## config.mk

```make
export PLATFORM = sky130hd
export DESIGN_NAME = fluid_chain_sequencer
export DESIGN_NICKNAME = d
export VERILOG_FILES = /design/src/rtl/fluid_seq_pkg.sv /design/src/rtl/fluid_chain_sequencer_timer.sv /design/src/rtl/fluid_chain_sequencer.sv
export SDC_FILE = /design/constraint.sdc
export NUM_CORES = 1
export LEC_CHECK = 0
export BUFFER_PORTS_ARGS = -buffer_cell sky130_fd_sc_hd__buf_2
export CAP_MARGIN = 20
export CORE_MARGIN = 4
export CORE_UTILIZATION = 40
export DETAILED_ROUTE_END_ITERATION = 10
export GPL_TIMING_DRIVEN = 0
export HOLD_SLACK_MARGIN = 0.03
export PLACE_DENSITY = 0.53
export SLEW_MARGIN = 15
export SYNTH_ARGS = -nofsm -noshare
export SYNTH_HDL_FRONTEND = slang
export SYNTH_SLANG_ARGS = --single-unit
export TNS_END_PERCENT = 30
```

## constraint.sdc

```tcl
create_clock -name clk -period 8.9 [get_ports clk]
set_input_delay 1.335 -clock clk [delete_from_list [all_inputs] [get_ports clk]]
set_output_delay 1.335 -clock clk [all_outputs]
set_load 0.1 [all_outputs]
```

## src/rtl/fluid_seq_pkg.sv

```systemverilog
// Shared types for the planar fluid chain sequencer: stage kinds, FSM states
// and the per-stage configuration record.
package fluid_seq_pkg;

  // Stored dwell field is sized for the widest supported dwell counter.
  localparam int CFG_DWELL_W = 32;

  typedef enum logic [1:0] {
    ST_MIX    = 2'd0,
    ST_HEAT   = 2'd1,
    ST_FILTER = 2'd2,
    ST_BYPASS = 2'd3
  } stage_type_t;

  typedef enum logic [2:0] {
    S_IDLE,
    S_XFER,
    S_WAIT_TEMP,
    S_DWELL,
    S_DRAIN,
    S_FAULT
  } seq_state_t;

  typedef struct packed {
    stage_type_t            stype;
    logic [CFG_DWELL_W-1:0] dwell;
  } stage_cfg_t;

endpackage

```

## src/rtl/fluid_chain_sequencer_timer.sv

```systemverilog
// Loadable down-counter; expire is high during the last cycle of a loaded
// interval, so a load of N spans exactly N cycles.
module seq_timer #(
  parameter int W = 16
) (
  input  logic         clk,
  input  logic         rst_n,
  input  logic         load,
  input  logic [W-1:0] load_val,
  output logic         expire
);

  logic [W-1:0] cnt;

  always_ff @(posedge clk) begin
    if (!rst_n)
      cnt <= '0;
    else if (load)
      cnt <= load_val;
    else if (cnt != '0)
      cnt <= cnt - 1'b1;
  end

  assign expire = (cnt == W'(1));

endmodule

```

## src/rtl/fluid_chain_sequencer.sv

```systemverilog
// Sequences one sample plug through a chain of fluidic stages: inlet transfer,
// optional heater wait, actuator dwell, then the outlet drain.
module fluid_chain_sequencer
  import fluid_seq_pkg::*;
#(
  parameter int NUM_STAGES   = 10,
  parameter int DWELL_W      = 16,
  parameter int XFER_CYCLES  = 64,
  parameter int HEAT_TIMEOUT = 4096,
  parameter int IDX_W        = $clog2(NUM_STAGES)
) (
  input  logic                  clk,
  input  logic                  rst_n,
  input  logic                  cfg_we,
  input  logic [IDX_W-1:0]      cfg_addr,
  input  logic [1:0]            cfg_type,
  input  logic [DWELL_W-1:0]    cfg_dwell,
  input  logic                  start,
  input  logic                  abort,
  input  logic [NUM_STAGES-1:0] temp_ok,
  output logic [NUM_STAGES-1:0] valve_open,
  output logic                  out_valve,
  output logic [NUM_STAGES-1:0] act_en,
  output logic                  busy,
  output logic [IDX_W-1:0]      cur_stage,
  output logic                  done,
  output logic                  fault
);

  localparam int MAXT = (XFER_CYCLES > HEAT_TIMEOUT) ? XFER_CYCLES : HEAT_TIMEOUT;
  localparam int CW   = $clog2(MAXT) + 1;
  localparam int TW   = (CW > DWELL_W) ? CW : DWELL_W;
  localparam logic [IDX_W-1:0] LAST = IDX_W'(NUM_STAGES - 1);

  stage_cfg_t              cfg_tab [NUM_STAGES];
  stage_cfg_t              cur;
  seq_state_t              state, state_n;
  logic [IDX_W-1:0]        stage, stage_n;
  logic                    tload, texp, adv, accept, done_n;
  logic [TW-1:0]           tval;
  logic [NUM_STAGES-1:0]   sel_n;

  assign cur       = cfg_tab[stage];
  assign cur_stage = stage;

  seq_timer #(.W(TW)) u_timer (
    .clk      (clk),
    .rst_n    (rst_n),
    .load     (tload),
    .load_val (tval),
    .expire   (texp)
  );

  always_ff @(posedge clk) begin
    if (!rst_n) begin
      for (int unsigned i = 0; i < NUM_STAGES; i++)
        cfg_tab[i] <= '{stype: ST_BYPASS, dwell: '0};
    end else if (cfg_we && state == S_IDLE && 32'(cfg_addr) < NUM_STAGES) begin
      cfg_tab[cfg_addr] <= '{stype: stage_type_t'(cfg_type), dwell: CFG_DWELL_W'(cfg_dwell)};
    end
  end

  always_comb begin
    state_n = state;
    stage_n = stage;
    tload   = 1'b0;
    tval    = '0;
    adv     = 1'b0;
    accept  = 1'b0;
    done_n  = 1'b0;
    case (state)
      S_IDLE: if (start) begin
        accept  = 1'b1;
        state_n = S_XFER;
        stage_n = '0;
        tload   = 1'b1;
        tval    = TW'(XFER_CYCLES);
      end
      S_XFER: if (texp) begin
        if (cur.stype == ST_HEAT) begin
          state_n = S_WAIT_TEMP;
          tload   = 1'b1;
          tval    = TW'(HEAT_TIMEOUT);
        end else if (cur.dwell != '0 && cur.stype != ST_BYPASS) begin
          state_n = S_DWELL;
          tload   = 1'b1;
          tval    = TW'(cur.dwell);
        end else begin
          adv = 1'b1;
        end
      end
      S_WAIT_TEMP: begin
        if (temp_ok[stage]) begin
          if (cur.dwell != '0) begin
            state_n = S_DWELL;
            tload   = 1'b1;
            tval    = TW'(cur.dwell);
          end else begin
            adv = 1'b1;
          end
        end else if (texp) begin
          state_n = S_FAULT;
        end
      end
      S_DWELL: if (texp) adv = 1'b1;
      S_DRAIN: if (texp) begin
        state_n = S_IDLE;
        done_n  = 1'b1;
      end
      S_FAULT: state_n = S_IDLE;
      default: state_n = S_IDLE;
    endcase

    if (adv) begin
      tload = 1'b1;
      tval  = TW'(XFER_CYCLES);
      if (stage == LAST) begin
        state_n = S_DRAIN;
      end else begin
        state_n = S_XFER;
        stage_n = stage + 1'b1;
      end
    end

    // Abort overrides every transition decided above, including timer expiry.
    if (abort && state != S_IDLE) begin
      state_n = S_FAULT;
      stage_n = stage;
      tload   = 1'b0;
      done_n  = 1'b0;
    end

    sel_n = NUM_STAGES'(1) << stage_n;
  end

  // Outputs are registered from the next state so they line up with the state register.
  always_ff @(posedge clk) begin
    if (!rst_n) begin
      state      <= S_IDLE;
      stage      <= '0;
      valve_open <= '0;
      out_valve  <= 1'b0;
      act_en     <= '0;
      busy       <= 1'b0;
      done       <= 1'b0;
      fault      <= 1'b0;
    end else begin
      state      <= state_n;
      stage      <= stage_n;
      valve_open <= (state_n == S_XFER) ? sel_n : '0;
      out_valve  <= (state_n == S_DRAIN);
      act_en     <= (state_n == S_WAIT_TEMP || state_n == S_DWELL) ? sel_n : '0;
      busy       <= (state_n != S_IDLE);
      done       <= done_n;
      if (state_n == S_FAULT)
        fault <= 1'b1;
      else if (accept)
        fault <= 1'b0;
    end
  end

endmodule
```

==> flow_summary.json, run 1 <==
{
  "crit_path_end_kind": "register",
  "min_period_ns": 4.79,
  "final_common_cell": "edfxtp_1",
  "area_delta_synth_final_pct": 17.6,
  "cts-root-buf": "clkbuf_16",
  "routabilityCongestion": 0.843,
  "via_per_inst": 5.27,
  "worstSkewPairLatency_ns": 0.55,
  "globalRoute.totalOverflow": 0,
  "io_buffers": 60,
  "dp_slack_ns": 3.54,
  "vdd.ir_drop.worst_uv": 134,
  "crit_path_start_kind": "input pin",
  "core-area_sq_um": 35700,
  "die_w_um": 199,
  "grtUsageTotal_pct": 19.9,
  "setup_slack_ns": 4.11,
  "grt_pass1_wl_mm": 58.1,
  "postRouteAntennaNets": 0,
  "fillCellCount": 3208,
  "netSwitchingFraction_pct": 24.8,
  "crit_type": "in -> reg",
  "finalClockSkew_ns": 0.0175,
  "instances_no_fill": 1785,
  "use_met2_pct": 30.7,
  "seqPwrFrac_pct": 48.1,
  "postCtsSetupBuffers": 0,
  "dr.pass1.iters": 5,
  "ys_async_sr_fraction_pct": 0,
  "netlist_area_sq_um": 14600,
  "power_frac_clock_pct": 40.9,
  "vias": 9409,
  "io_pins": 65,
  "final-hold-violation-count": 0,
  "antenna_cells": 0,
  "synth_flop_cell": "edfxtp_1",
  "p_int_w": 0.00288,
  "max_freq_mhz": 209,
  "max_slew_margin_pct": 21.8,
  "drt-total-wl_mm": 39.0,
  "die_y_um": 199,
  "leakage_nw": 6.05,
  "clk_pin_slew_ns": 0.06,
  "drc": 0,
  "synthesis.instances": 1081,
  "power.total_w": 0.00383,
  "clock-sinks": 335,
  "cp.required_ns": 9.06,
  "cts_buffer_depth": 3,
  "cts_tree": "built",
  "cts_made_buffers": 38,
  "cts-resized-gates": 0,
  "drive_gt1_share_pct": 16.0,
  "initial_core_util_pct": 40.8,
  "ys_ff_latch": 335,
  "min_path_type": "reg -> reg",
  "antenna_found_initial": 0,
  "fin_crit_sh_pct": 53.9,
  "drt_iter0_drc": 734,
  "drv_slew": 0,
  "placed_cells": 1714,
  "worst_pin_slew_ns": 1.17,
  "hold_slack_ns": 0.539,
  "p_sw_w": 0.000950,
  "global_route.usage.met3_pct": 4.96,
  "cp_data_arrival_time_ns": 4.96,
  "ys_warn_count": 0,
  "grt_pass1_vias": 9367,
  "max-cap-violations": 0,
  "globalRouteMet1Util_pct": 28.0,
  "htree_levels": 2,
  "synth.avg_cell_area_sq_um": 13.5,
  "status": "finished clean",
  "layout.nets": 1335,
  "power_density_nw_per_um2": 223,
  "holdBufCountCts": 0,
  "synth_edf_count": 288,
  "tns_ns": 0,
  "setup_viol": 0,
  "grt_max_degree": 19,
  "ys_seq_area_share_pct": 65.8,
  "rows": 69,
  "top_usage_layer": "met2",
  "wl_per_cell_um": 21.8,
  "post-dp-hpwl_mm": 26.9,
  "crit_path_max_fanout": 18,
  "combPwrFrac_pct": 11.0,
  "synthDistinctLibCells": 59,
  "rsz0062_at_grt": "no",
  "die-area_sq_um": 39600,
  "mostFrequentLayoutCells": "288 x edfxtp_1, 173 x nor2_1, 112 x nand2_1"
}
synthesized netlist by cell type, types with 4 or more instances:
cell type	n	area, sq um
a211oi_1	4	30.0
a21oi_1	13	65.1
a22oi_1	40	300
a31o_2	6	52.6
and2_1	9	56.3
buf_2	10	50.1
buf_4	9	67.6
buf_6	4	45.0
clkbuf_1	34	128
dfxtp_1	47	941
edfxtp_1	288	8650
ha_1	4	50.1
inv_1	28	105
mux2_2	6	67.6
mux2i_1	54	541
mux4_2	49	1100
nand2_1	112	420
nand2b_1	12	75.1
nand3_1	26	130
nand3b_1	4	30.0
nand4_1	9	56.3
nor2_1	173	649
nor2b_1	9	56.3
nor3_1	22	110
nor3b_1	8	60.1
nor4_1	15	93.8
o21a_1	5	37.5
o21ai_0	16	80.1
o31ai_1	10	75.1
xnor2_1	12	105
power groups by stage:
stage	clock network, W	registers [W]	logic (W)
floorplan	0	0.00188	0.000296
global route	0.00166	0.00185	0.000469
finish	0.00156	0.00184	0.000420
global placement	0	0.00187	0.000412
CTS	0.00160	0.00184	0.000418
detailed placement	0	0.00187	0.000413
sequential cells by signal (all words and copies together) (netlist names), 3 cells and up:
signal / flops
state: 3
act_en: 10
valve_open: 10
u_timer.cnt: 16
cur_stage: 4
cfg_tab: 288
stage by stage:
step,utilization [%],instance area [sq um]
2_1_floorplan,-,15000
3_3_place_gp,44.4,15900
3_5_place_dp,44.5,15900
4_1_cts,48.0,17100
5_1_grt,48.0,17200
6_report,48.0,17200
kinds of logic (layout without fill, tap and decap cells):
| group | count (synthesis) | count (layout) | synth area share [%] |
|---|---|---|---|
| xor+xnor | 14 | 14 | 0.841 |
| buf+inv | 89 | 225 | 2.81 |
| compound gates | 121 | 121 | 6.07 |
| fa+ha+maj | 4 | 4 | 0.343 |
| other cells | 1 | 108 | 0.0257 |
| flops | 335 | 335 | 65.8 |
| mux | 109 | 109 | 11.7 |
| simple gates | 408 | 408 | 12.4 |
metal layers:
layer / vias up / part of all wire (%)
met1: 4702 / 45
met4: 0 / 2.7
li1: 4369 / -
met2: 269 / 46
met5: - / 0
met3: 69 / 6.2
worst max-delay path, stage by stage:
cell	delay, ns
buf_2	0.10
clkbuf_1	0.52
nand4_1	0.26
nor3_1	0.87
nand2_1	0.56
clkbuf_1	0.41
nand2_1	0.89
path summary, 6_finish.rpt:
check	start	to	slack, ns	depth (start not counted)
worst min-delay path	fault$_SDFFE_PN0P_	fault$_SDFFE_PN0P_	0.54	2
worst min register to register	fault$_SDFFE_PN0P_	fault$_SDFFE_PN0P_	0.54	2
worst max register to register	state[2]$_SDFF_PN0_	cfg_tab[7][3]$_SDFFCE_PN0P_	4.48	8
worst max-delay path	rst_n	cfg_tab[0][3]$_SDFFCE_PN0P_	4.11	7
area by class of cell:
cell class	instances	area [sq um]	share of cell area, %
clock inverter	19	219	1.28
timing repair buffer	66	343	2.00
clock buffer	51	1020	5.95
sequential	335	9590	55.9
buffer	60	302	1.76
tap	461	577	3.36
inverter	29	109	0.635
multi-input combinational	764	4990	29.1
(Power assumes the default switching activity.)
==> inputs of run 2 (changes only) <==
Settings changed: ABC_AREA from default to 1.
Clock period 8.9 ns to 5 ns, I/O delays scaled along.
==> run 2 against run 1 <==
  * Count of clock-buffer cells in the layout decreased by 4
  * Global-route usage increased by 0.62 points
  * Sequential power rose by 80%
  * Register-to-register slack lost 3.5 ns
  * Hold slack got worse by 0.069 ns
  * Final area up 6.0%
  * Critical path depth up 5
  * Critical endpoint is now cfg_tab[8][15]$_SDFFCE_PN0P_
  * Largest cell class unchanged
==> flow_summary.json, run 2 <==
{
  "status": "finished clean",
  "synth_most_common_cell": "nand2_1",
  "globalRouteMet1Util_pct": 28.7,
  "crit_path_end_kind": "register",
  "routabilityCongestion": 0.839,
  "global_route.usage.met3_pct": 2.52,
  "post_dp_cell_area_sq_um": 17000,
  "regMostFlops": "cfg_tab",
  "synth_edf_count": 288,
  "synthAdderAreaFrac_pct": 0.321,
  "antenna_cells": 0,
  "grt_pass1_vias": 11400,
  "worst_pin_slew_ns": 1.09,
  "cts-root-buf": "clkbuf_16",
  "synth_top_family_by_area": "simple AND/OR/NAND/NOR gates",
  "fin_crit_sh_pct": 80.6,
  "clk_pin_slew_ns": 0.06,
  "drive_gt1_share_pct": 9.68,
  "synth_top_cell_by_area": "edfxtp_1",
  "core-area_sq_um": 38600,
  "max_slew_margin_pct": 27.0,
  "setup_viol": 0,
  "worstSkewPairLatency_ns": 0.53,
  "setup_slack_ns": 0.972,
  "max_freq_mhz": 248,
  "htree_levels": 2,
  "synth_xor_xnor_area_share_pct": 0.673,
  "path_cells": "nor2_1, nand2_1, inv_1, nand2_1, a21oi_1, nand2_1, nor2_1, nand2_1, nor2_1, clkinv_1, clkbuf_1, nand2_1",
  "die-area_sq_um": 42200,
  "yosys-top-cells-area": "edfxtp_1 55%, nand2_1 13%, nor2_1 7.4%, dfxtp_1 6.0%, inv_1 4.6%",
  "dr.pass1.iters": 5,
  "power_density_nw_per_um2": 406,
  "vdd.ir_drop.worst_uv": 305,
  "netlist_area_sq_um": 15600,
  "cts-resized-gates": 0,
  "cts_buffer_depth": 3,
  "drt_iter0_drc": 821,
  "synthSimpleGateAreaFrac_pct": 26.0,
  "via_per_inst": 4.75,
  "cts_tree": "built",
  "drc": 0,
  "post-dp-hpwl_mm": 30.3,
  "rsz0062_at_grt": "no",
  "grtUsageTotal_pct": 20.5,
  "leakage_nw": 7.85,
  "io_buffers": 63,
  "postCtsSetupBuffers": 0,
  "globalRoute.totalOverflow": 0,
  "rows": 72,
  "ys_async_sr_fraction_pct": 0,
  "cts_made_buffers": 39,
  "ys_seq_area_share_pct": 61.4,
  "cp_data_arrival_time_ns": 4.17,
  "wl_per_cell_um": 17.3,
  "tns_ns": 0,
  "largest_register_ffs": 288,
  "holdBufCountCts": 0,
  "finalClockSkew_ns": 0.0172,
  "crit_type": "reg -> reg",
  "crit_path_max_fanout": 18,
  "multi_input_area_sq_um": 5180,
  "yosys-top-cells-count": "547 x nand2_1, 307 x nor2_1, 288 x edfxtp_1, 190 x inv_1, 114 x nand3_1",
  "synthDistinctLibCells": 41,
  "drt-total-wl_mm": 43.4,
  "min_path_type": "reg -> reg",
  "min_period_ns": 4.03,
  "fillCellCount": 3809,
  "die_y_um": 206,
  "cp_slowest_cell": "nand2_1",
  "grt_pass1_wl_mm": 65.8,
  "grt_max_degree": 19,
  "synth_compound_area_share_pct": 3.54,
  "io_pins": 65,
  "use_met2_pct": 34.1,
  "layout.nets": 1997,
  "synth_mux_area_share_pct": 0,
  "final_util_pct": 47.0,
  "ys_warn_count": 0,
  "final_common_cell": "nand2_1",
  "top_regs": "cfg_tab: 288 flops, u_timer.cnt: 16 flops",
  "die_w_um": 206,
  "clock-sinks": 335,
  "area_delta_synth_final_pct": 16.5,
  "final_area_sq_um": 18200,
  "drv_slew": 0,
  "max_stage_delay_ns": 0.90,
  "ys_ff_latch": 335,
  "initial_core_util_pct": 40.4,
  "synth.avg_cell_area_sq_um": 8.94,
  "crit_path_start_kind": "register",
  "max-cap-violations": 0,
  "final-hold-violation-count": 0,
  "cpMostUsedCell": "nand2_1",
  "antenna_found_initial": 0,
  "top_usage_layer": "met2",
  "synthesis.instances": 1745,
  "cp.required_ns": 5.14,
  "synth_flop_cell": "edfxtp_1",
  "mostFrequentLayoutCells": "547 x nand2_1, 306 x nor2_1, 288 x edfxtp_1",
  "ff_latch_area_sq_um": 9590,
  "dp_slack_ns": 0.617,
  "synth_top_area_share_pct": 55.4,
  "vias": 11900,
  "postRouteAntennaNets": 0
}
## run 2: critical path: cells and delay by family (launching register included)
| family | cells | cell delay, ns |
|---|---|---|
| AO/OA/AOI/OAI | 1 | 0.17 |
| buffers and inverters | 3 | 0.98 |
| flip-flops | 1 | 0.35 |
| AND/OR/NAND/NOR | 8 | 2.13 |
## run 2: metrics by stage
step | std cells | hold WS [ns] | power, W
floorplan | 1852 | 0.464 | 0.00431
global placement | 2433 | 0.462 | 0.00468
detailed placement | 2433 | 0.466 | 0.00469
CTS | 2501 | 0.476 | 0.00742
global route | 2501 | 0.503 | 0.00771
finish | 2501 | 0.470 | 0.00738
## run 2: final timing paths
kind | slack, ns | cells after the start | startpoint | endpoint
setup / recovery | 0.97 | 12 | state[1]$_SDFF_PN0_ | cfg_tab[8][15]$_SDFFCE_PN0P_
hold / removal | 0.47 | 2 | fault$_SDFFE_PN0P_ | fault$_SDFFE_PN0P_
setup reg to reg | 0.97 | 12 | state[1]$_SDFF_PN0_ | cfg_tab[8][15]$_SDFFCE_PN0P_
hold reg to reg | 0.47 | 2 | fault$_SDFFE_PN0P_ | fault$_SDFFE_PN0P_
## run 2: layout make-up
| type | count | area share, % |
|---|---|---|
| Buffer | 76 | 2.61 |
| Clock inverter | 21 | 0.950 |
| Multi-Input combinational cell | 1235 | 28.5 |
| Inverter | 206 | 4.27 |
| Timing Repair Buffer | 63 | 1.73 |
| Sequential cell | 335 | 52.7 |
| Tap cell | 518 | 3.57 |
| Clock buffer | 47 | 5.64 |
## run 2: cells by family after synthesis
family                   Yosys count
AO/OA/AOI/OAI                    101
XOR/XNOR                          12
adder cells (fa/ha/maj)            4
buffers and inverters            282
flip-flops                       335
other                              1
AND/OR/NAND/NOR                 1010
## run 2: where the power goes
part / switching [W] / internal (W) / leakage [nW]
sequential: 0.0000824 / 0.00322 / 3.25
clock: 0.00113 / 0.00161 / 0.594
combinational: 0.000965 / 0.000368 / 4.01
## run 2: routing by layer
metal | vias up | part of all wire (%)
li1 | 5896 | -
met1 | 5652 | 46
met2 | 282 | 47
met3 | 62 | 4.7
met4 | 0 | 2.1
met5 | - | 0
